==> config.mk <==
export PLATFORM = sky130hd
export DESIGN_NAME = wb_rr_arbiter
export DESIGN_NICKNAME = d
export VERILOG_FILES = /design/src/rtl/wb_rr_arbiter.sv
export SDC_FILE = /design/constraint.sdc
export NUM_CORES = 1
export LEC_CHECK = 0
export BUFFER_PORTS_ARGS = -buffer_cell sky130_fd_sc_hd__buf_4
export CAP_MARGIN = 30
export CORE_AREA = 2 2 60 62
export CTS_CLUSTER_DIAMETER = 30
export CTS_CLUSTER_SIZE = 12
export DETAILED_ROUTE_END_ITERATION = 10
export DIE_AREA = 0 0 62 64
export PLACE_DENSITY = 0.73
export SLEW_MARGIN = 10
export SYNTH_ARGS = -nofsm -noshare
export SYNTH_HDL_FRONTEND = slang
export SYNTH_SLANG_ARGS = --single-unit
==> constraint.sdc <==
create_clock -name clk_i -period 2.3 [get_ports clk_i]
set_clock_uncertainty 0.05 [all_clocks]
set_input_delay 0 -clock clk_i [delete_from_list [all_inputs] [get_ports clk_i]]
set_output_delay 0 -clock clk_i [all_outputs]
set_load 0.03 [all_outputs]
==> src/rtl/wb_rr_arbiter.sv <==
// Two-master, one-slave Wishbone B4 round-robin arbiter; grant held for the whole bus cycle.
// Optional watchdog on stalled slaves: define WB_RR_ARBITER_TIMEOUT_EN.
module wb_rr_arbiter #(
  parameter int ADDR_WIDTH = 23,
  parameter int DATA_WIDTH = 8
`ifdef WB_RR_ARBITER_TIMEOUT_EN
  , parameter int TIMEOUT_CYCLES = 255
`endif
) (
  input  logic                  clk_i,
  input  logic                  rst_ni,
  input  logic                  m0_cyc_i,
  input  logic                  m0_stb_i,
  input  logic                  m0_we_i,
  input  logic [ADDR_WIDTH-1:0] m0_adr_i,
  input  logic [DATA_WIDTH-1:0] m0_dat_i,
  input  logic [2:0]            m0_cti_i,
  input  logic [1:0]            m0_bte_i,
  output logic                  m0_ack_o,
  output logic                  m0_err_o,
  output logic                  m0_rty_o,
  output logic [DATA_WIDTH-1:0] m0_dat_o,
  input  logic                  m1_cyc_i,
  input  logic                  m1_stb_i,
  input  logic                  m1_we_i,
  input  logic [ADDR_WIDTH-1:0] m1_adr_i,
  input  logic [DATA_WIDTH-1:0] m1_dat_i,
  input  logic [2:0]            m1_cti_i,
  input  logic [1:0]            m1_bte_i,
  output logic                  m1_ack_o,
  output logic                  m1_err_o,
  output logic                  m1_rty_o,
  output logic [DATA_WIDTH-1:0] m1_dat_o,
  output logic                  s_cyc_o,
  output logic                  s_stb_o,
  output logic                  s_we_o,
  output logic [ADDR_WIDTH-1:0] s_adr_o,
  output logic [DATA_WIDTH-1:0] s_dat_o,
  output logic [2:0]            s_cti_o,
  output logic [1:0]            s_bte_o,
  input  logic                  s_ack_i,
  input  logic                  s_err_i,
  input  logic                  s_rty_i,
  input  logic [DATA_WIDTH-1:0] s_dat_i,
  output logic [1:0]            grant_o
);

  // State encoding doubles as the one-hot grant, so grant_o is the FSM state.
  localparam logic [1:0] IDLE = 2'b00;
  localparam logic [1:0] GNT0 = 2'b01;
  localparam logic [1:0] GNT1 = 2'b10;

  logic [1:0] state_q, state_d;
  logic       last_q, last_d;
  logic       own0, own1;
  logic       req0, req1;
  logic       owner_stb;
  logic       hit;

  assign own0      = (state_q == GNT0);
  assign own1      = (state_q == GNT1);
  assign owner_stb = (own0 & m0_cyc_i & m0_stb_i) | (own1 & m1_cyc_i & m1_stb_i);

`ifdef WB_RR_ARBITER_TIMEOUT_EN
  localparam int CNT_W = ($clog2(TIMEOUT_CYCLES + 1) > 8) ? $clog2(TIMEOUT_CYCLES + 1) : 8;

  logic [CNT_W-1:0] cnt_q, cnt_d;
  logic [1:0]       blocked_q, blocked_d;
  logic             term;

  assign term = s_ack_i | s_err_i | s_rty_i;
  assign hit  = owner_stb & ~term & (cnt_q == CNT_W'(TIMEOUT_CYCLES - 1));
  assign req0 = m0_cyc_i & ~blocked_q[0];
  assign req1 = m1_cyc_i & ~blocked_q[1];

  // A timed-out master stays locked out until its cyc is seen low.
  assign blocked_d[0] = (blocked_q[0] & m0_cyc_i) | (hit & own0);
  assign blocked_d[1] = (blocked_q[1] & m1_cyc_i) | (hit & own1);

  always_comb begin
    cnt_d = cnt_q;
    if ((state_d != state_q) || term) cnt_d = '0;
    else if (owner_stb)               cnt_d = cnt_q + CNT_W'(1);
  end

  always_ff @(posedge clk_i or negedge rst_ni) begin
    if (!rst_ni) begin
      cnt_q     <= '0;
      blocked_q <= 2'b00;
    end else begin
      cnt_q     <= cnt_d;
      blocked_q <= blocked_d;
    end
  end
`else
  assign hit  = 1'b0;
  assign req0 = m0_cyc_i;
  assign req1 = m1_cyc_i;
`endif

  always_comb begin
    state_d = state_q;
    last_d  = last_q;
    case (state_q)
      IDLE: begin
        if (req0 && req1) state_d = last_q ? GNT0 : GNT1;
        else if (req0)    state_d = GNT0;
        else if (req1)    state_d = GNT1;
      end
      GNT0: begin
        if (!m0_cyc_i) begin
          last_d  = 1'b0;
          state_d = req1 ? GNT1 : IDLE;
        end
      end
      GNT1: begin
        if (!m1_cyc_i) begin
          last_d  = 1'b1;
          state_d = req0 ? GNT0 : IDLE;
        end
      end
      default: state_d = IDLE;
    endcase
    if (hit) begin
      state_d = IDLE;
      last_d  = own1;
    end
  end

  always_ff @(posedge clk_i or negedge rst_ni) begin
    if (!rst_ni) begin
      state_q <= IDLE;
      last_q  <= 1'b1;
    end else begin
      state_q <= state_d;
      last_q  <= last_d;
    end
  end

  assign grant_o = state_q;

  // Handshake: a beat is offered while cyc&stb are high and completes when the slave
  // returns ack/err/rty; terminations only reach the owner while it is strobing.
  assign s_cyc_o = ~hit & ((own0 & m0_cyc_i) | (own1 & m1_cyc_i));
  assign s_stb_o = ~hit & owner_stb;

  always_comb begin
    s_we_o  = 1'b0;
    s_adr_o = '0;
    s_dat_o = '0;
    s_cti_o = 3'b000;
    s_bte_o = 2'b00;
    if (own0) begin
      s_we_o  = m0_we_i;
      s_adr_o = m0_adr_i;
      s_dat_o = m0_dat_i;
      s_cti_o = m0_cti_i;
      s_bte_o = m0_bte_i;
    end else if (own1) begin
      s_we_o  = m1_we_i;
      s_adr_o = m1_adr_i;
      s_dat_o = m1_dat_i;
      s_cti_o = m1_cti_i;
      s_bte_o = m1_bte_i;
    end
  end

  assign m0_ack_o = own0 & m0_cyc_i & m0_stb_i & s_ack_i;
  assign m0_err_o = own0 & m0_cyc_i & m0_stb_i & (s_err_i | hit);
  assign m0_rty_o = own0 & m0_cyc_i & m0_stb_i & s_rty_i;
  assign m0_dat_o = own0 ? s_dat_i : '0;

  assign m1_ack_o = own1 & m1_cyc_i & m1_stb_i & s_ack_i;
  assign m1_err_o = own1 & m1_cyc_i & m1_stb_i & (s_err_i | hit);
  assign m1_rty_o = own1 & m1_cyc_i & m1_stb_i & s_rty_i;
  assign m1_dat_o = own1 ? s_dat_i : '0;

endmodule
==> results of run 1 <==
metal layers:
layer,vias up,global-route usage [%]
met5,-,0
met3,4,2.43
met2,61,35.9
met4,0,5.59
met1,551,23.1
li1,647,-
cell usage after synthesis:
cell / instances
a22o_1: 38
and2_1: 24
buf_6: 7
buf_8: 3
and3_1: 2
dfrtp_1: 2
nor2_1: 2
o21ai_0: 2
o22ai_1: 2
and2b_1: 1
dfstp_2: 1
inv_1: 1
nand2_1: 1
nor2b_2: 1
nor2b_4: 1
or2_1: 1
layout make-up:
cell class | count | area (um^2)
repair buffers | 159 | 1210
inverters | 1 | 3.75
flip-flops and latches | 3 | 76.3
multi-input cells | 75 | 566
clock buffers | 4 | 26.3
well taps | 46 | 57.6
fillers | 322 | 1340
state kept, by name, summed over array words and instances, names as in the netlist:
signal	flops
grant_o	2
last_q	1
critical path: stages (launching register included):
cell and delay (ns):
dfrtp_1 0.48, nor2b_2 0.18, buf_4 0.23, buf_4 0.30, a22o_1 0.20, buf_4 0.16
how the worst min path moves through the flow:
stage | from | to | slack, ns | cells past startpoint
floorplan | rst_ni | grant_o[0] | -0.35 | 0
global placement | rst_ni | grant_o[1] | -0.26 | 1
detailed placement | rst_ni | grant_o[1] | -0.26 | 1
CTS | rst_ni | grant_o[0] | 0.02 | 2
global route | rst_ni | grant_o[1] | 0.03 | 2
finish | rst_ni | grant_o[1] | 0.03 | 2
where the power goes:
group	internal, mW	switching (mW)
Sequential	0.0763	0.0248
Clock	0.0655	0.0351
Combinational	0.517	0.676
Total	0.659	0.735
cell families after synthesis:
family	Yosys count	synth area share, %
AO/OA/AOI/OAI	42	46.2
buffers and inverters	11	16.6
flip-flops	3	9.92
AND/OR/NAND/NOR	33	27.3
==> results.sh, run 1 <==
export IMPL_outcome="finished, final reports clean"
export IMPL_grt_max_degree=27
export IMPL_ir_drop_mv=0.430
export IMPL_p_total_mw=1.39
export IMPL_fin_area_um2=1940
export IMPL_first_pass_iters=4
export IMPL_core_area_um2=3280
export IMPL_synth_top_cell_by_area="a22o_1"
export IMPL_antenna_cells=0
export IMPL_top_layer_used="met4"
export IMPL_overflow=0
export IMPL_crit_type="reg -> out"
export IMPL_rows=21
export IMPL_clk_pin_slew_worst_paths_ns=0.04
export IMPL_syn2layout_area_growth_pct=153
export IMPL_synth_fp_nets=180
export IMPL_cts_hold_buf=3
export IMPL_grt_pass1_wl_um=5890
export IMPL_route_detailed_drc=0
export IMPL_final_common_cell="buf_4"
export IMPL_syn_avg_cell_area_um2=8.65
export IMPL_drive_above_1_share_pct=66.9
export IMPL_setup_tns_ns=0
export IMPL_fin_crit_sh_pct=81.2
export IMPL_portBuffers=153
export IMPL_hold_viol_final=0
export IMPL_grt_pass1_vias=1163
export IMPL_syn_area_um2=769
export IMPL_setup_violations=0
export IMPL_cp_required_ns=2.25
export IMPL_wl_per_cell_um=15.0
export IMPL_endpoint_kind="output port"
export IMPL_setup_slack_ns=0.432
export IMPL_crit_end="s_bte_o[0]"
export IMPL_crit_fanout=25
export IMPL_tightest_slew_ns=0.494
export IMPL_relSlewSlack_pct=67.0
export IMPL_hold_class="in -> async"
export IMPL_dieWidth_um=62
export IMPL_drtIter0Drc=56
export IMPL_dieArea_um2=3970
export IMPL_synth_cell_type_count=16
export IMPL_startpoint="grant_o[1]"
export IMPL_seq_area_frac_synth_pct=9.92
export IMPL_worstReg2RegStart="grant_o[1]"
export IMPL_wl_met1_um=1580
export IMPL_startpoint_type="register"
export IMPL_clk_latency_ns=0.25
export IMPL_place_ws_ns=0.706
export IMPL_nNetsFinal=334
export IMPL_ys_warn_count=0
export IMPL_final_util_pct=59.2
export IMPL_rsz0062_at_grt="no"
export IMPL_final_cell_mix="155 x buf_4, 38 x a22o_1, 24 x and2_1"
export IMPL_clockRootBuffer="clkbuf_4"
export IMPL_r2r_setup_slack_ns=1.23
export IMPL_initial_utilization_pct=23.4
export IMPL_routed_via_count=1263
export IMPL_syn_instance_count=89
export IMPL_hold_ws_ns=0.0311
export IMPL_leakagePower_nw=1.10
export IMPL_worstReg2RegEnd="grant_o[1]"
export IMPL_crit_arrival_ns=1.82
export IMPL_cts_htree_levels=1
export IMPL_numCtsBuffers=3
export IMPL_postCtsSetupBuffers=0
export IMPL_stdcell_count=288
export IMPL_dpl_cell_area_um2=1890
export IMPL_synthTopCellsByArea="a22o_1 43%, and2_1 20%, buf_6 10%"
export IMPL_hpwl_um=3620
export IMPL_num_io_pins=154
export IMPL_tritoncts="built"
export IMPL_place_congestion=0.772
export IMPL_antenna_found_initial=0
export IMPL_cts_sinks=3
export IMPL_viasPerCell=4.39
export IMPL_met2_length_um=2380
export IMPL_min_period_ns=1.87
export IMPL_wl_um=4320
export IMPL_die_y_um=64
export IMPL_ys_ff_latch=3
export IMPL_drv_slew=0
export IMPL_r2r_cells=3
export IMPL_cap_violations=0
export IMPL_track_usage_pct=19.8
export IMPL_dp_cells=281
export IMPL_cellPowerDensity_nw_per_um2=718
export IMPL_netlist_area_leader_share_pct=43.3
export IMPL_post_cts_resized=0
export IMPL_ant_nets=0
export IMPL_fmax_mhz=535
export IMPL_met3_length_um=321
export IMPL_cts_max_path_buffers=2
Note: power is estimated with default switching activity, not from simulation.
==> run 2, diff against run 1 <==
--- a/config.mk
+++ b/config.mk
@@ -7,12 +7,12 @@
 export LEC_CHECK = 0
 export BUFFER_PORTS_ARGS = -buffer_cell sky130_fd_sc_hd__buf_4
 export CAP_MARGIN = 30
-export CORE_AREA = 2 2 60 62
+export CORE_AREA = 2 2 59 61
 export CTS_CLUSTER_DIAMETER = 30
 export CTS_CLUSTER_SIZE = 12
 export DETAILED_ROUTE_END_ITERATION = 10
-export DIE_AREA = 0 0 62 64
-export PLACE_DENSITY = 0.73
+export DIE_AREA = 0 0 61 63
+export PLACE_DENSITY = 0.76
 export SLEW_MARGIN = 10
 export SYNTH_ARGS = -nofsm -noshare
 export SYNTH_HDL_FRONTEND = slang
==> constraint.sdc (replaced) <==
create_clock -name clk_i -period 1.8 [get_ports clk_i]
set_clock_uncertainty 0.05 [all_clocks]
set_input_delay 0 -clock clk_i [delete_from_list [all_inputs] [get_ports clk_i]]
set_output_delay 0 -clock clk_i [all_outputs]
set_load 0.03 [all_outputs]
==> results.sh, run 2 (synthesis gave the netlist of run 1 again) <==
export IMPL_fin_crit_sh_pct=93.3
export IMPL_startpoint="grant_o[1]"
export IMPL_hold_ws_ns=0.0315
export IMPL_cap_violations=0
export IMPL_clk_pin_slew_worst_paths_ns=0.04
export IMPL_rsz0062_at_grt="no"
export IMPL_clockRootBuffer="clkbuf_4"
export IMPL_clk_latency_ns=0.24
export IMPL_fmax_mhz=596
export IMPL_leakagePower_nw=1.12
export IMPL_relSlewSlack_pct=78.6
export IMPL_core_area_um2=3230
export IMPL_cp_required_ns=1.75
export IMPL_drive_above_1_share_pct=67.3
export IMPL_nFillCells=312
export IMPL_cts_sinks=3
export IMPL_worstReg2RegStart="grant_o[1]"
export IMPL_top_layer_used="met4"
export IMPL_p_total_mw=1.85
export IMPL_ir_drop_mv=0.581
export IMPL_largest_reg_flops=2
export IMPL_final_util_pct=61.7
export IMPL_antenna_cells=0
export IMPL_cellPowerDensity_nw_per_um2=927
export IMPL_hold_viol_final=0
export IMPL_outcome="finished, final reports clean"
export IMPL_met3_length_um=450
export IMPL_nNetsFinal=337
export IMPL_wl_met1_um=1700
export IMPL_final_cell_mix="156 x buf_4, 38 x a22o_1, 24 x and2_1"
export IMPL_grt_pass1_wl_um=6150
export IMPL_syn2layout_area_growth_pct=159
export IMPL_endpoint_kind="output port"
export IMPL_routed_via_count=1311
export IMPL_grt_max_degree=23
export IMPL_antenna_found_initial=0
export IMPL_overflow=0
export IMPL_num_io_pins=154
export IMPL_numCtsBuffers=3
export IMPL_hold_class="in -> async"
export IMPL_drtIter0Drc=62
export IMPL_cts_max_path_buffers=2
export IMPL_startpoint_type="register"
export IMPL_place_congestion=0.764
export IMPL_setup_tns_ns=0
export IMPL_route_detailed_drc=0
export IMPL_cts_htree_levels=1
export IMPL_die_y_um=63
export IMPL_tritoncts="built"
export IMPL_portBuffers=153
export IMPL_met2_length_um=2220
export IMPL_drv_slew=0
export IMPL_rows=21
export IMPL_grt_pass1_vias=1271
export IMPL_tightest_slew_ns=0.321
export IMPL_track_usage_pct=21.1
export IMPL_crit_arrival_ns=1.63
export IMPL_final_common_cell="buf_4"
export IMPL_ant_nets=0
export IMPL_crit_type="reg -> out"
export IMPL_dieArea_um2=3840
export IMPL_viasPerCell=4.51
export IMPL_min_period_ns=1.68
export IMPL_dieWidth_um=61
export IMPL_initial_utilization_pct=23.8
export IMPL_crit_fanout=21
export IMPL_wl_um=4440
export IMPL_setup_violations=0
export IMPL_wl_per_cell_um=15.3
export IMPL_first_pass_iters=4
==> run 2: cell types whose count changed in the layout (fill, tap and decap cells not counted) <==
cell / before / now
buf_12: 1 / 3
buf_4: 155 / 156
nor2b_2: 1 / 0
nor2b_4: 1 / 2
==> run 2: final cells by class <==
cell class	instances	area [um^2]	area share (%)
clock buffers	4	26.3	1.32
flip-flops and latches	3	76.3	3.82
multi-input cells	75	571	28.6
well taps	46	57.6	2.88
repair buffers	162	1260	63.2
inverters	1	3.75	0.188
==> run 2: path summary, 6_finish.rpt <==
path | end | slack (ns) | cells after the start
setup / recovery | s_adr_o[7] | 0.12 | 4
min in group clk_i | m0_ack_o | 0.28 | 3
setup reg to reg | grant_o[1] | 0.72 | 3
hold / removal | grant_o[0] | 0.03 | 2
hold reg to reg | last_q | 0.45 | 2
max in group asynchronous | last_q | 1.48 | 2
==> run 2: routing by layer <==
metal / vias up / track usage (%)
met5: - / 0
met3: 8 / 6.21
met4: 0 / 9.24
li1: 655 / -
met2: 86 / 34.7
met1: 562 / 24.7
==> run 2: what timing repair did <==
action,CTS,global route
hold buffers,3,0
setup endpoints to repair,0,43
hold endpoints to repair,6,0
buffers inserted,0,2
resized for setup,0,1
==> run 2: where the power goes <==
part | total, mW | switching [mW] | internal (mW)
registers | 0.135 | 0.0371 | 0.0976
logic | 1.59 | 0.880 | 0.711
clock network | 0.125 | 0.0414 | 0.0835
==> run 2: per-stage QoR <==
step	setup slack [ns]	cell area, um^2	cells
global placement	0.371	1910	282
global route	0.0197	2000	291
CTS	0.0667	1960	289
finish	0.121	2000	291
floorplan	0.354	769	89
detailed placement	0.335	1910	282
==> run 2: critical path, stage by stage, from the launching register on <==
cell	delay [ns]
dfrtp_1	0.48
nor2b_4	0.29
buf_4	0.27
a22o_1	0.18
buf_4	0.16
